--- src/rtl/vga_pkg.sv ---
// Shared definitions for the pixel path: pacing FSM states and default byte width.
package vga_pkg;

    localparam int DATA_W_DEF = 8;

    typedef enum logic [1:0] {
        ST_IDLE    = 2'd0,
        ST_LAUNCH  = 2'd1,
        ST_WAIT_HI = 2'd2,
        ST_WAIT_LO = 2'd3
    } state_t;

endpackage

--- src/rtl/fifo_mem.sv ---
// Storage for the receive FIFO: synchronous write, combinational read, no reset.
module fifo_mem #(
    parameter int DATA_W = 8,
    parameter int ADDR_W = 4
) (
    input  logic              clk,
    input  logic              i_we,
    input  logic [ADDR_W-1:0] i_waddr,
    input  logic [DATA_W-1:0] i_wdata,
    input  logic [ADDR_W-1:0] i_raddr,
    output logic [DATA_W-1:0] o_rdata
);

    logic [DATA_W-1:0] r_mem [2**ADDR_W];

    always_ff @(posedge clk) begin
        if (i_we) begin
            r_mem[i_waddr] <= i_wdata;
        end
    end

    assign o_rdata = r_mem[i_raddr];

endmodule

--- src/rtl/uart_rx_fifo.sv ---
// Queues bytes from the UART receiver and releases them one at a time,
// pacing each release on the transmitter's busy handshake (with a timeout).
module uart_rx_fifo
    import vga_pkg::*;
#(
    parameter int DATA_W  = DATA_W_DEF,
    parameter int ADDR_W  = 4,
    parameter int BUSY_TO = 15
) (
    input  logic              clk,
    input  logic              rst_n,
    input  logic              rx_done,
    input  logic [DATA_W-1:0] rx_data,
    input  logic              tx_busy,
    output logic              pix_en,
    output logic [DATA_W-1:0] pix_data,
    output logic [ADDR_W:0]   level,
    output logic              overflow
);

    localparam int            DEPTH = 2**ADDR_W;
    localparam int            TO_W  = $clog2(BUSY_TO + 1);
    localparam logic [ADDR_W:0] FULL_LVL = (ADDR_W+1)'(DEPTH);
    localparam logic [TO_W-1:0] TO_LAST  = TO_W'(BUSY_TO - 1);

    logic              r_rx_prev;
    logic              r_push;
    logic [DATA_W-1:0] r_rx_data;
    logic [ADDR_W-1:0] r_wr_ptr;
    logic [ADDR_W-1:0] r_rd_ptr;
    logic [ADDR_W:0]   r_level;
    logic              r_overflow;
    logic              r_pix_en;
    logic [DATA_W-1:0] r_pix_data;
    logic [TO_W-1:0]   r_to_cnt;
    state_t            r_state;

    logic              w_full;
    logic              w_pop;
    logic              w_wr_en;
    logic              w_drop;
    logic [DATA_W-1:0] w_rdata;

    assign w_full  = (r_level == FULL_LVL);
    assign w_pop   = (r_state == ST_IDLE) && (r_level != '0) && !tx_busy;
    // A pop in the same cycle frees a slot, so a push into a full FIFO is still accepted.
    assign w_wr_en = r_push && (!w_full || w_pop);
    assign w_drop  = r_push && w_full && !w_pop;

    fifo_mem #(
        .DATA_W (DATA_W),
        .ADDR_W (ADDR_W)
    ) u_mem (
        .clk     (clk),
        .i_we    (w_wr_en),
        .i_waddr (r_wr_ptr),
        .i_wdata (r_rx_data),
        .i_raddr (r_rd_ptr),
        .o_rdata (w_rdata)
    );

    // Edge detect starts at 1 so a receiver already high out of reset is not a new byte.
    always_ff @(posedge clk or negedge rst_n) begin
        if (!rst_n) begin
            r_rx_prev <= 1'b1;
            r_push    <= 1'b0;
            r_rx_data <= '0;
        end else begin
            r_rx_prev <= rx_done;
            r_push    <= rx_done && !r_rx_prev;
            if (rx_done && !r_rx_prev) begin
                r_rx_data <= rx_data;
            end
        end
    end

    always_ff @(posedge clk or negedge rst_n) begin
        if (!rst_n) begin
            r_wr_ptr   <= '0;
            r_rd_ptr   <= '0;
            r_level    <= '0;
            r_overflow <= 1'b0;
        end else begin
            if (w_wr_en) begin
                r_wr_ptr <= r_wr_ptr + 1'b1;
            end
            if (w_pop) begin
                r_rd_ptr <= r_rd_ptr + 1'b1;
            end
            if (w_wr_en && !w_pop) begin
                r_level <= r_level + 1'b1;
            end else if (!w_wr_en && w_pop) begin
                r_level <= r_level - 1'b1;
            end
            if (w_drop) begin
                r_overflow <= 1'b1;
            end
        end
    end

    always_ff @(posedge clk or negedge rst_n) begin
        if (!rst_n) begin
            r_state    <= ST_IDLE;
            r_pix_en   <= 1'b0;
            r_pix_data <= '0;
            r_to_cnt   <= '0;
        end else begin
            r_pix_en <= 1'b0;
            case (r_state)
                ST_IDLE: begin
                    if (w_pop) begin
                        r_state    <= ST_LAUNCH;
                        r_pix_en   <= 1'b1;
                        r_pix_data <= w_rdata;
                    end
                end
                ST_LAUNCH: begin
                    r_state  <= ST_WAIT_HI;
                    r_to_cnt <= '0;
                end
                ST_WAIT_HI: begin
                    if (tx_busy) begin
                        r_state <= ST_WAIT_LO;
                    end else if (r_to_cnt == TO_LAST) begin
                        r_state <= ST_IDLE;
                    end else begin
                        r_to_cnt <= r_to_cnt + 1'b1;
                    end
                end
                ST_WAIT_LO: begin
                    if (!tx_busy) begin
                        r_state <= ST_IDLE;
                    end
                end
                default: r_state <= ST_IDLE;
            endcase
        end
    end

    assign pix_en   = r_pix_en;
    assign pix_data = r_pix_data;
    assign level    = r_level;
    assign overflow = r_overflow;

endmodule

--- config.mk ---
export PLATFORM = sky130hd
export DESIGN_NAME = uart_rx_fifo
export DESIGN_NICKNAME = d
export VERILOG_FILES = /design/src/rtl/vga_pkg.sv /design/src/rtl/fifo_mem.sv /design/src/rtl/uart_rx_fifo.sv
export SDC_FILE = /design/constraint.sdc
export NUM_CORES = 1
export LEC_CHECK = 0
export CORE_ASPECT_RATIO = 1.5
export CORE_MARGIN = 2
export CORE_UTILIZATION = 50
export CTS_BUF_LIST = sky130_fd_sc_hd__clkbuf_8
export CTS_CLUSTER_SIZE = 10
export DETAILED_ROUTE_END_ITERATION = 12
export HOLD_SLACK_MARGIN = 0.03
export PLACE_DENSITY = 0.68
export SYNTH_ARGS = -nofsm -noshare
export SYNTH_HDL_FRONTEND = slang
export SYNTH_SLANG_ARGS = --single-unit
--- constraint.sdc ---
create_clock -name clk -period 3.11 [get_ports clk]
set_input_delay 0.622 -clock clk [delete_from_list [all_inputs] [get_ports clk]]
set_output_delay 0.622 -clock clk [all_outputs]
set_load 0.05 [all_outputs]
# After elaboration in Yosys (flattened, before gate mapping)
# Memory sizes are Yosys's and may differ from the RTL's. A register that Yosys moved wholly into a read port is not among the register bits.
# Cells that the tools add are included.
word_totals:
  input_bits: 12
  register_bits: 31
  ramBits: 128
  output_inout_bits: 15
  elab_cells: 62
  mem_count: 1
memory_table:
  columns: ["memory", "depth", "width", "rd", "rd_ports_with_merged_regs", "wr", "line", "text"]
  rows:
  - ["u_mem.r_mem", 16, 8, 1, 1, 1, "fifo_mem.sv:14", "logic [DATA_W-1:0] r_mem [2**ADDR_W];"]
op_classes:
  reduce_logical: 22
  mux: 14
  addsub: 5
  n_eq_ne: 10
op_table:
  columns: ["operator", "count"]
  rows:
  - ["$add 4x1->4 const B", 3]
  - ["$mux 5", 2]
  - ["$logic_and 1x1->1", 8]
  - ["$mux 2", 4]
  - ["$mux 4", 2]
  - ["$ne 2x2->1 const B", 4]
  - ["$pmux 2 s4", 1]
  - ["$pmux 4 s2", 1]
  - ["$logic_not 1->1", 6]
  - ["$reduce_and 3->1", 2]
  - ["$add 5x1->5 const B", 1]
  - ["$eq 5x5->1 const B", 1]
  - ["$reduce_bool 5->1", 1]
  - ["$sub 5x1->5 const B", 1]
  - ["$eq 2x2->1 const B", 2]
  - ["$eq 4x4->1 const B", 1]
  - ["$mux 1", 4]
  - ["$reduce_bool 2->1", 2]
  - ["$ne 3x3->1 const B", 1]
  - ["$eq 2x1->1 const B", 1]
  - ["$logic_not 2->1", 1]
  - ["$reduce_and 2->1", 1]
  - ["$logic_or 1x1->1", 1]

# Longest topological paths before layout
# Gate-level depths: netlist of the first run.
logic_depth:
  depth_word: 9
  ltp_mapped: 11

# Modules after synthesis
# Synthesis of the first run repeated with hierarchy kept, for this count alone.
unflattened:
  hier_cells: 366
  hier_area_um2: 6804.0
by_module_without_submodules:
  columns: ["module", "area_each_um2", "instances", "seq_area_each_um2", "cells_per_inst"]
  rows:
  - ["fifo_mem", 4987.3, 1, 3843.7, 221]
  - ["uart_rx_fifo", 1816.7, 1, 977.2, 145]

# Worst setup path after synthesis of the first run
# OpenSTA, ideal clock, no wires.
synth_timing:
  path_type: "register to register"
  from: "register r_level[0] (netlist: level[0])"
  to: "register r_level[4] (netlist: level[4])"
  setup_slack_ps: -8
  t_arrival_ps: 2975
  stages_incl_launch_ff: 12
  cell_sequence: "dfrtp_1 -> or4_4 -> o21a_1 -> inv_2 -> buf_2 -> ha_1 -> inv_1 -> fa_1 -> a21o_1 -> a21oi_1 -> mux2i_1 -> xnor2_1"
synth_between:
  elab_chain_cells: 8
  elab_cells_between_ends: 16
  classes_between: "2 x add/sub; 1 x eq/ne; 2 x mux; 11 x reduce/logical"
synth_lines:
  columns: ["element", "line", "text"]
  rows:
  - ["start: declaration", "uart_rx_fifo.sv:31", "logic [ADDR_W:0] r_level;"]
  - ["start signal: assignment", "uart_rx_fifo.sv:91", "r_level <= r_level + 1'b1;"]
  - ["start signal: assignment", "uart_rx_fifo.sv:93", "r_level <= r_level - 1'b1;"]
  - ["branches (longest 8 deep; another with $sub 5x1->5)", null, null]
# Several ways; the timed one is not identified. The select of a mux whose other input is x is not followed.
# A chain may end at the register's enable or synchronous reset.

# Worst setup path after layout of the first run
# Same ends and word-level chain as after synthesis.

==> results of run 1 <==
registers in the layout (all words and copies together) (netlist names), 2 cells and up:
| signal | cells |
|---|---|
| r_wr_ptr | 4 |
| pix_data | 8 |
| r_rd_ptr | 4 |
| r_state | 2 |
| r_to_cnt | 4 |
| u_mem.r_mem | 128 |
| r_rx_data | 8 |
| level | 5 |
Yosys cell counts (all sizes together):
| cell | number |
|---|---|
| nor4 | 4 |
| mux2i | 10 |
| and3 | 1 |
| a21o | 2 |
| clkbuf | 7 |
| buf | 12 |
| nand2 | 14 |
| ha | 11 |
| nor3b | 1 |
| or4 | 1 |
| nand4 | 2 |
| o21a | 1 |
| a211o | 8 |
| nand2b | 1 |
| inv | 11 |
| mux4 | 32 |
| nand3 | 7 |
| mux2 | 9 |
| nor3 | 5 |
| xnor2 | 9 |
| o31ai | 1 |
| o21ai | 8 |
| a21oi | 10 |
| a32o | 1 |
| and2 | 4 |
| a22o | 8 |
| fa | 1 |
| edfxtp | 128 |
| dfrtp | 38 |
| nor2b | 9 |
| dfstp | 1 |
| a31o | 1 |
| xor2 | 2 |
| nor2 | 8 |
worst max-delay path, delay by kind of cell, from the launching register on:
kind                     cells  cell delay, ns
multiplexers                 1            0.24
buffers and inverters        2            0.17
adder cells (fa/ha/maj)      2            0.57
AND/OR/NAND/NOR              1            0.57
flip-flops                   1            0.46
XOR/XNOR                     1            0.13
AO/OA/AOI/OAI                3            0.57
cell type report:
class | instances | area share, %
Clock inverter | 15 | 1.69
Tap cell | 162 | 2.66
Sequential cell | 167 | 63.2
Clock buffer | 17 | 3.07
Inverter | 11 | 0.541
Timing Repair Buffer | 48 | 5.51
Multi-Input combinational cell | 171 | 23.3
power by group:
group          internal, W  switching [W]  leakage [nW]  total, W
combinational      0.00102        0.00114         0.904   0.00216
sequential         0.00274       0.000384          1.63   0.00312
clock             0.000693       0.000725         0.205   0.00142
metal layers:
layer / up-vias / track usage [%]
li1: 1543 / -
met1: 1743 / 23.0
met2: 68 / 30.4
met3: 12 / 4.26
met4: 0 / 5.62
met5: - / 0
path summary, 6_finish.rpt:
check                                           end  slack [ns]  cells past startpoint
setup reg to reg               level[4]$_DFFE_PN0P_        0.33                     10
hold reg to reg                overflow$_DFFE_PN0P_        0.48                      1
hold / removal             r_rx_data[6]$_DFFE_PN0P_        0.32                      1
min in group clk               overflow$_DFFE_PN0P_        0.48                      1
setup / recovery               level[4]$_DFFE_PN0P_        0.33                     10
max in group asynchronous   r_rd_ptr[0]$_DFFE_PN0N_        2.15                      1
logic make-up after synthesis:
group	share of synthesized area [%]
DFF	71.2
and+or+nand+nor	4.33
muxes	14.1
AOI/OAI and AO/OA	4.18
buffers and inverters	2.42
adders and majority gates	2.33
xor gates and xnor gates	1.42
stage by stage:
stage | instances | hold WS (ns)
after floorplan | 368 | 0.326
after global placement | 559 | 0.464
after detailed placement | 559 | 0.466
after CTS | 591 | 0.331
after global routing | 591 | 0.367
final | 591 | 0.322
==> impl_metrics.ini, run 1 <==
[yosys]
yosys_warnings = 0
synth_nets = 392
synth-seq-area-share_pct = 71.2
mappedNetlistArea_um2 = 6770
synth_seq_cells = 167
synth_top_area_cell = edfxtp_1
synth_area_leaders = edfxtp_1 (57%), dfrtp_1 (14%), mux4_2 (8.0%)
syn_area_per_cell_um2 = 18.4
postSynthCellCount = 368
synth_top_cell_area_share_pct = 56.8
synth_cell_types = 43

[clocking]
cts.sinks = 167
post_cts_resized = 0
cts_max_path_buffers = 2
cts_tree = done
cts_root_buffer = clkbuf_8
insertion_delay_ns = 0.44
clkTransAtPathRegs_ns = 0.08
post_cts_buffers = 0
htreeDepth = 4
postCtsHoldBufs = 0
cts_buffers = 17

[worst_setup_path]
path_max_fanout = 5
crit_type = register to register
cpPeakStageDelay_ns = 0.57
crit_arrival_ns = 3.14
required_ns = 3.47
slowest_stage = or4_4
crit_path_start_kind = register
cp-end-kind = register
worstSetupStartpoint = level[0]$_DFFE_PN0P_
cp_cell_sequence = or4_4 -> o21a_1 -> inv_2 -> ha_1 -> inv_1 -> fa_1 -> a21o_1 -> a21oi_1 -> mux2i_1 -> xnor2_1
r2r-start = level[0]$_DFFE_PN0P_

[global_routing]
gr-total-overflow = 0
antenna_found_initial = 0
grt_use_total_pct = 18.0
grt_pass1_vias = 3518
grt_start_max_net_pins = 40
grt_pass1_wl_mm = 19.4

[drt]
wl_met3_um = 386
routedWlPerCell_um = 20.8
antenna_left = 0
met1_length_mm = 5.24
drtIter0Drc = 310
routed-wl-met2_mm = 6.45
num_vias = 3366
viasPerCell = 5.70
dr.pass1.iters = 4
drt_wl_total_mm = 12.3
drc = 0
top_layer_used = met4

[flow_run]
maxCapViolations = 0

[sta]
slew_violations = 0
worst_pin_slew_ns = 0.923
fin_setup_tns_ns = 0
fmax_mhz = 359
setup_viol = 0
hold_viol = 0
setup_ws_ns = 0.327
clock_skew_ns = 0.0136
rsz0062_at_grt = false
fin_crit_ns = 2.78
slew_headroom_pct = 38.5
timing.final.crit_share_pct = 89.5

[final_layout]
final_cell_area_um2 = 7630
syn2layout_area_growth_pct = 12.8
fin_util_pct = 57.2
nNetsFinal = 440
regArea_um2 = 4820
mostFrequentLayoutCell = edfxtp_1
fill_cells = 985
final_cell_mix = edfxtp_1 (128), dfrtp_1 (36), clkdlybuf4s50_1 (25)
drive_above_1_share_pct = 21.2
antenna_cells = 0
multi_input_area_um2 = 1780

[floorplan]
initial_core_util_pct = 50.7
die_h_um = 146
rows = 52
die_x_um = 99.0
core_um2 = 13300
io_pins = 27
dieArea_um2 = 14500

[pwr]
p_leak_nw = 2.74
power.density_nw_per_um2 = 878
peakVddDrop_uv = 628
p_total_w = 0.00670

[placed_design]
placed_cell_area_um2 = 7270
dpl.hpwl_mm = 8.10
globalplace.congestion = 0.733
portBuffers = 26
dp_slack_ns = 0.125

[run_status]
status = completed

[hold_path]
hp-class = input pin to asynchronous set/reset pin
(Power assumes the default switching activity.)
==> run 2: changes to the inputs <==
--- a/config.mk
+++ b/config.mk
@@ -13,6 +13,8 @@
 export DETAILED_ROUTE_END_ITERATION = 12
 export HOLD_SLACK_MARGIN = 0.03
 export PLACE_DENSITY = 0.68
+export SKIP_CTS_REPAIR_TIMING = 1
+export SLEW_MARGIN = 20
 export SYNTH_ARGS = -nofsm -noshare
 export SYNTH_HDL_FRONTEND = slang
 export SYNTH_SLANG_ARGS = --single-unit
==> constraint.sdc (replaced) <==
create_clock -name clk -period 3.11 [get_ports clk]
set_input_delay 0.4665 -clock clk [delete_from_list [all_inputs] [get_ports clk]]
set_output_delay 0.4665 -clock clk [all_outputs]
set_load 0.05 [all_outputs]
==> impl_metrics.ini, run 2 (synthesized netlist as in run 1, its figures left out) <==
[clocking]
cts_root_buffer = clkbuf_8
clkTransAtPathRegs_ns = 0.08
cts_buffers = 17
cts_tree = done
htreeDepth = 4
cts_max_path_buffers = 2
cts.sinks = 167
insertion_delay_ns = 0.44

[global_routing]
grt_use_total_pct = 18.2
grt_start_max_net_pins = 40
antenna_found_initial = 0
grt_pass1_vias = 3590
grt_pass1_wl_mm = 19.5
gr-total-overflow = 0

[worst_setup_path]
crit_arrival_ns = 3.21
crit_type = register to register
worstSetupStartpoint = level[0]$_DFFE_PN0P_
r2r-start = level[0]$_DFFE_PN0P_
required_ns = 3.47
path_max_fanout = 6
cp-end-kind = register
crit_path_start_kind = register

[drt]
viasPerCell = 5.65
drc = 0
drtIter0Drc = 212
num_vias = 3330
antenna_left = 0
drt_wl_total_mm = 12.3
routedWlPerCell_um = 20.9
dr.pass1.iters = 4

[final_layout]
syn2layout_area_growth_pct = 13.1
regMostFlops = u_mem.r_mem
final_cell_area_um2 = 7650
largest_reg_flops = 128
drive_above_1_share_pct = 20.8
final_cell_mix = edfxtp_1 (128), dfrtp_1 (36), clkdlybuf4s50_1 (25)
finalNonFillerCells = 589
mostFrequentLayoutCell = edfxtp_1
antenna_cells = 0
nNetsFinal = 438

[floorplan]
die_h_um = 146
core_um2 = 13300
initial_core_util_pct = 50.7
die_x_um = 99.0
dieArea_um2 = 14500
rows = 52
io_pins = 27

[placed_design]
placed_cells = 557
portBuffers = 26
dp_slack_ns = 0.160
placed_cell_area_um2 = 7250
globalplace.congestion = 0.756
dpl.hpwl_mm = 8.23

[sta]
hold_slack_ns = 0.164
fin_crit_ns = 2.85
slew_violations = 0
fmax_mhz = 351
clock_skew_ns = 0.0111
worst_pin_slew_ns = 0.927
rsz0062_at_grt = false
timing.final.crit_share_pct = 91.5
fin_setup_tns_ns = 0
hold_viol = 0
setup_ws_ns = 0.264
slew_headroom_pct = 38.2
setup_viol = 0

[pwr]
peakVddDrop_uv = 546
power.density_nw_per_um2 = 889
p_leak_nw = 2.72

[hold_path]
hp-class = input pin to asynchronous set/reset pin

[run_status]
status = completed

[flow_run]
maxCapViolations = 0
-- run 2: cell types whose count changed in the layout (fill, tap and decap cells not counted) --
cell,delta
buf_4,-2
bufinv_16,+1
clkinv_1,+3
clkinv_2,-4
clkinvlp_4,+2
inv_1,-3
inv_6,+1
-- run 2: worst paths after layout --
check | to | slack (ns) | cells past startpoint
max | level[4]$_DFFE_PN0P_ | 0.26 | 10
min | r_rx_data[1]$_DFFE_PN0P_ | 0.16 | 1
max reg2reg | level[4]$_DFFE_PN0P_ | 0.26 | 10
min reg2reg | overflow$_DFFE_PN0P_ | 0.48 | 1
max in group asynchronous | r_rd_ptr[0]$_DFFE_PN0N_ | 2.30 | 1
min in group clk | r_rx_prev$_DFF_PN1_ | 0.45 | 1
-- run 2: where the power goes --
| part | switching [W] | internal [W] | leakage, nW | total, W |
|---|---|---|---|---|
| Combinational | 0.00111 | 0.00102 | 0.894 | 0.00213 |
| Clock | 0.000743 | 0.000782 | 0.197 | 0.00153 |
| Sequential | 0.000415 | 0.00274 | 1.63 | 0.00315 |
| Total | 0.00227 | 0.00454 | 2.72 | 0.00680 |
-- run 2: cell type report --
type,instances,area [um^2]
Fill cell,992,5690
Sequential cell,167,4820
Multi-Input combinational cell,171,1780
Timing Repair Buffer,46,405
Clock buffer,17,234
Tap cell,162,203
Clock inverter,15,163
Inverter,11,41.3
-- run 2: critical path: stages, from the launching register on --
cell	delay, ns
dfrtp_2	0.45
or4_4	0.57
o21ai_2	0.30
inv_2	0.06
ha_1	0.21
inv_1	0.15
ha_1	0.30
a21o_1	0.17
a21oi_1	0.18
mux2i_1	0.24
xnor2_1	0.13
-- run 2: stage by stage --
stage	power [W]	utilization [%]
global route	0.00716	57.4
CTS	0.00689	57.4
floorplan	0.00473	-
finish	0.00680	57.4
detailed placement	0.00536	54.4
global placement	0.00530	54.4
-- run 2: metal layers --
metal	up-vias	routed length, um	global-route usage [%]
met5	-	0	0
met1	1697	4900	22.2
met4	0	208	6.44
li1	1539	-	-
met3	11	529	4.26
met2	83	6690	31.6
==> run 3: changes to the inputs <==
--- a/config.mk
+++ b/config.mk
@@ -5,6 +5,8 @@
 export SDC_FILE = /design/constraint.sdc
 export NUM_CORES = 1
 export LEC_CHECK = 0
+export CELL_PAD_IN_SITES_DETAIL_PLACEMENT = 0
+export CELL_PAD_IN_SITES_GLOBAL_PLACEMENT = 1
 export CORE_ASPECT_RATIO = 1.5
 export CORE_MARGIN = 2
 export CORE_UTILIZATION = 50
@@ -12,8 +14,8 @@
 export CTS_CLUSTER_SIZE = 10
 export DETAILED_ROUTE_END_ITERATION = 12
 export HOLD_SLACK_MARGIN = 0.03
-export PLACE_DENSITY = 0.68
-export SKIP_CTS_REPAIR_TIMING = 1
+export PLACE_DENSITY_LB_ADDON = 0.1
+export REMOVE_ABC_BUFFERS = 1
 export SLEW_MARGIN = 20
 export SYNTH_ARGS = -nofsm -noshare
 export SYNTH_HDL_FRONTEND = slang
==> impl_metrics.ini, run 3 (synthesized netlist as in run 1, its figures left out) <==
[worst_setup_path]
cp-end-kind = register
slowest_stage = or4_4
ff2ff_setup_slack_ns = 0.27
cpPeakStageDelay_ns = 0.59
crit_type = register to register
path_max_fanout = 6
crit_path_start_kind = register
cp_cell_sequence = or4_4 -> o21ai_2 -> inv_2 -> ha_1 -> inv_1 -> ha_1 -> a21o_1 -> a21oi_1 -> mux2i_1 -> xnor2_1
required_ns = 3.47
crit_arrival_ns = 3.20
cp_common_cell = ha_1

[placed_design]
globalplace.congestion = 0.704
dpl.hpwl_mm = 8.23
portBuffers = 26
dp_slack_ns = 0.141
placed_cells = 559

[clocking]
cts_tree = done
cts_max_path_buffers = 2
clkTransAtPathRegs_ns = 0.09
cts.sinks = 167
postCtsHoldBufs = 0
cts_root_buffer = clkbuf_8
post_cts_buffers = 0
htreeDepth = 4
insertion_delay_ns = 0.44
cts_buffers = 17
post_cts_resized = 0

[global_routing]
grt_use_total_pct = 18.4
antenna_found_initial = 0
grt_start_max_net_pins = 40
grt_pass1_wl_mm = 19.7
grt_pass1_vias = 3533
gr-total-overflow = 0

[floorplan]
dieArea_um2 = 14500
rows = 52
initial_core_util_pct = 50.7
die_h_um = 146
io_pins = 27
die_x_um = 99.0
core_um2 = 13300

[final_layout]
fin_util_pct = 57.7
mostFrequentLayoutCell = edfxtp_1
largest_reg_flops = 128
antenna_cells = 0
syn2layout_area_growth_pct = 13.8
regMostFlops = u_mem.r_mem
nNetsFinal = 440
final_cell_mix = edfxtp_1 (128), dfrtp_1 (37), clkdlybuf4s50_1 (25)
finalNonFillerCells = 591
drive_above_1_share_pct = 21.7

[run_status]
status = completed

[sta]
hold_slack_ns = 0.165
timing.final.crit_share_pct = 91.4
fmax_mhz = 352
fin_setup_tns_ns = 0
fin_crit_ns = 2.84
worst_pin_slew_ns = 0.942
clock_skew_ns = 0.0132
rsz0062_at_grt = false
slew_violations = 0
slew_headroom_pct = 37.2
hold_viol = 0
setup_viol = 0
setup_ws_ns = 0.268

[pwr]
p_leak_nw = 2.76
power.density_nw_per_um2 = 892
peakVddDrop_uv = 568

[drt]
antenna_left = 0
dr.pass1.iters = 6
num_vias = 3322
routedWlPerCell_um = 20.7
drtIter0Drc = 137
viasPerCell = 5.62
drt_wl_total_mm = 12.2
drc = 0

[flow_run]
maxCapViolations = 0

[hold_path]
hp-class = input pin to asynchronous set/reset pin
-- run 3: cell type report --
type	instances	area, um^2
fillers	1038	5640
flip-flops and latches	167	4820
multi-input cells	171	1780
repair buffers	48	420
clock buffers	18	248
well taps	162	203
clock inverters	14	184
inverters	11	41.3
-- run 3: critical path: cells and delay by family (launching register included) --
family | cells | cell delay (ns)
AO/OA/AOI/OAI | 3 | 0.63
multiplexers | 1 | 0.23
AND/OR/NAND/NOR | 1 | 0.59
XOR/XNOR | 1 | 0.13
flip-flops | 1 | 0.45
adder cells (fa/ha/maj) | 2 | 0.51
buffers and inverters | 2 | 0.22
-- run 3: where the power goes --
part	internal [W]	switching, W
Combinational	0.00101	0.00110
Sequential	0.00274	0.000390
Clock	0.000891	0.000748
Total	0.00464	0.00223
-- run 3: worst paths after layout --
check / startpoint / to / depth (start not counted)
worst max-delay path: level[0]$_DFFE_PN0P_ / level[4]$_DFFE_PN0P_ / 10
worst min-delay path: rst_n / pix_data[2]$_DFFE_PN0P_ / 1
worst max register to register: level[0]$_DFFE_PN0P_ / level[4]$_DFFE_PN0P_ / 10
worst min register to register: overflow$_DFFE_PN0P_ / overflow$_DFFE_PN0P_ / 1
max in group asynchronous: rst_n / r_rd_ptr[0]$_DFFE_PN0N_ / 1
min in group clk: rx_done / r_rx_prev$_DFF_PN1_ / 1
-- run 3: routing by layer --
layer  GRT usage [%]  vias up  part of all wire, %
met5               0        -                    0
met4            7.05        0                  2.0
met3            3.54       16                  2.6
met2            32.1       60                   55
met1            22.7     1706                   41
li1                -     1540                    -
-- run 3: stage by stage --
stage          power [W]  instance area (um^2)
5_1_grt          0.00726                  7700
3_5_place_dp     0.00532                  7270
6_report         0.00687                  7700
4_1_cts          0.00697                  7700
2_1_floorplan    0.00460                  6640
3_3_place_gp     0.00529                  7270
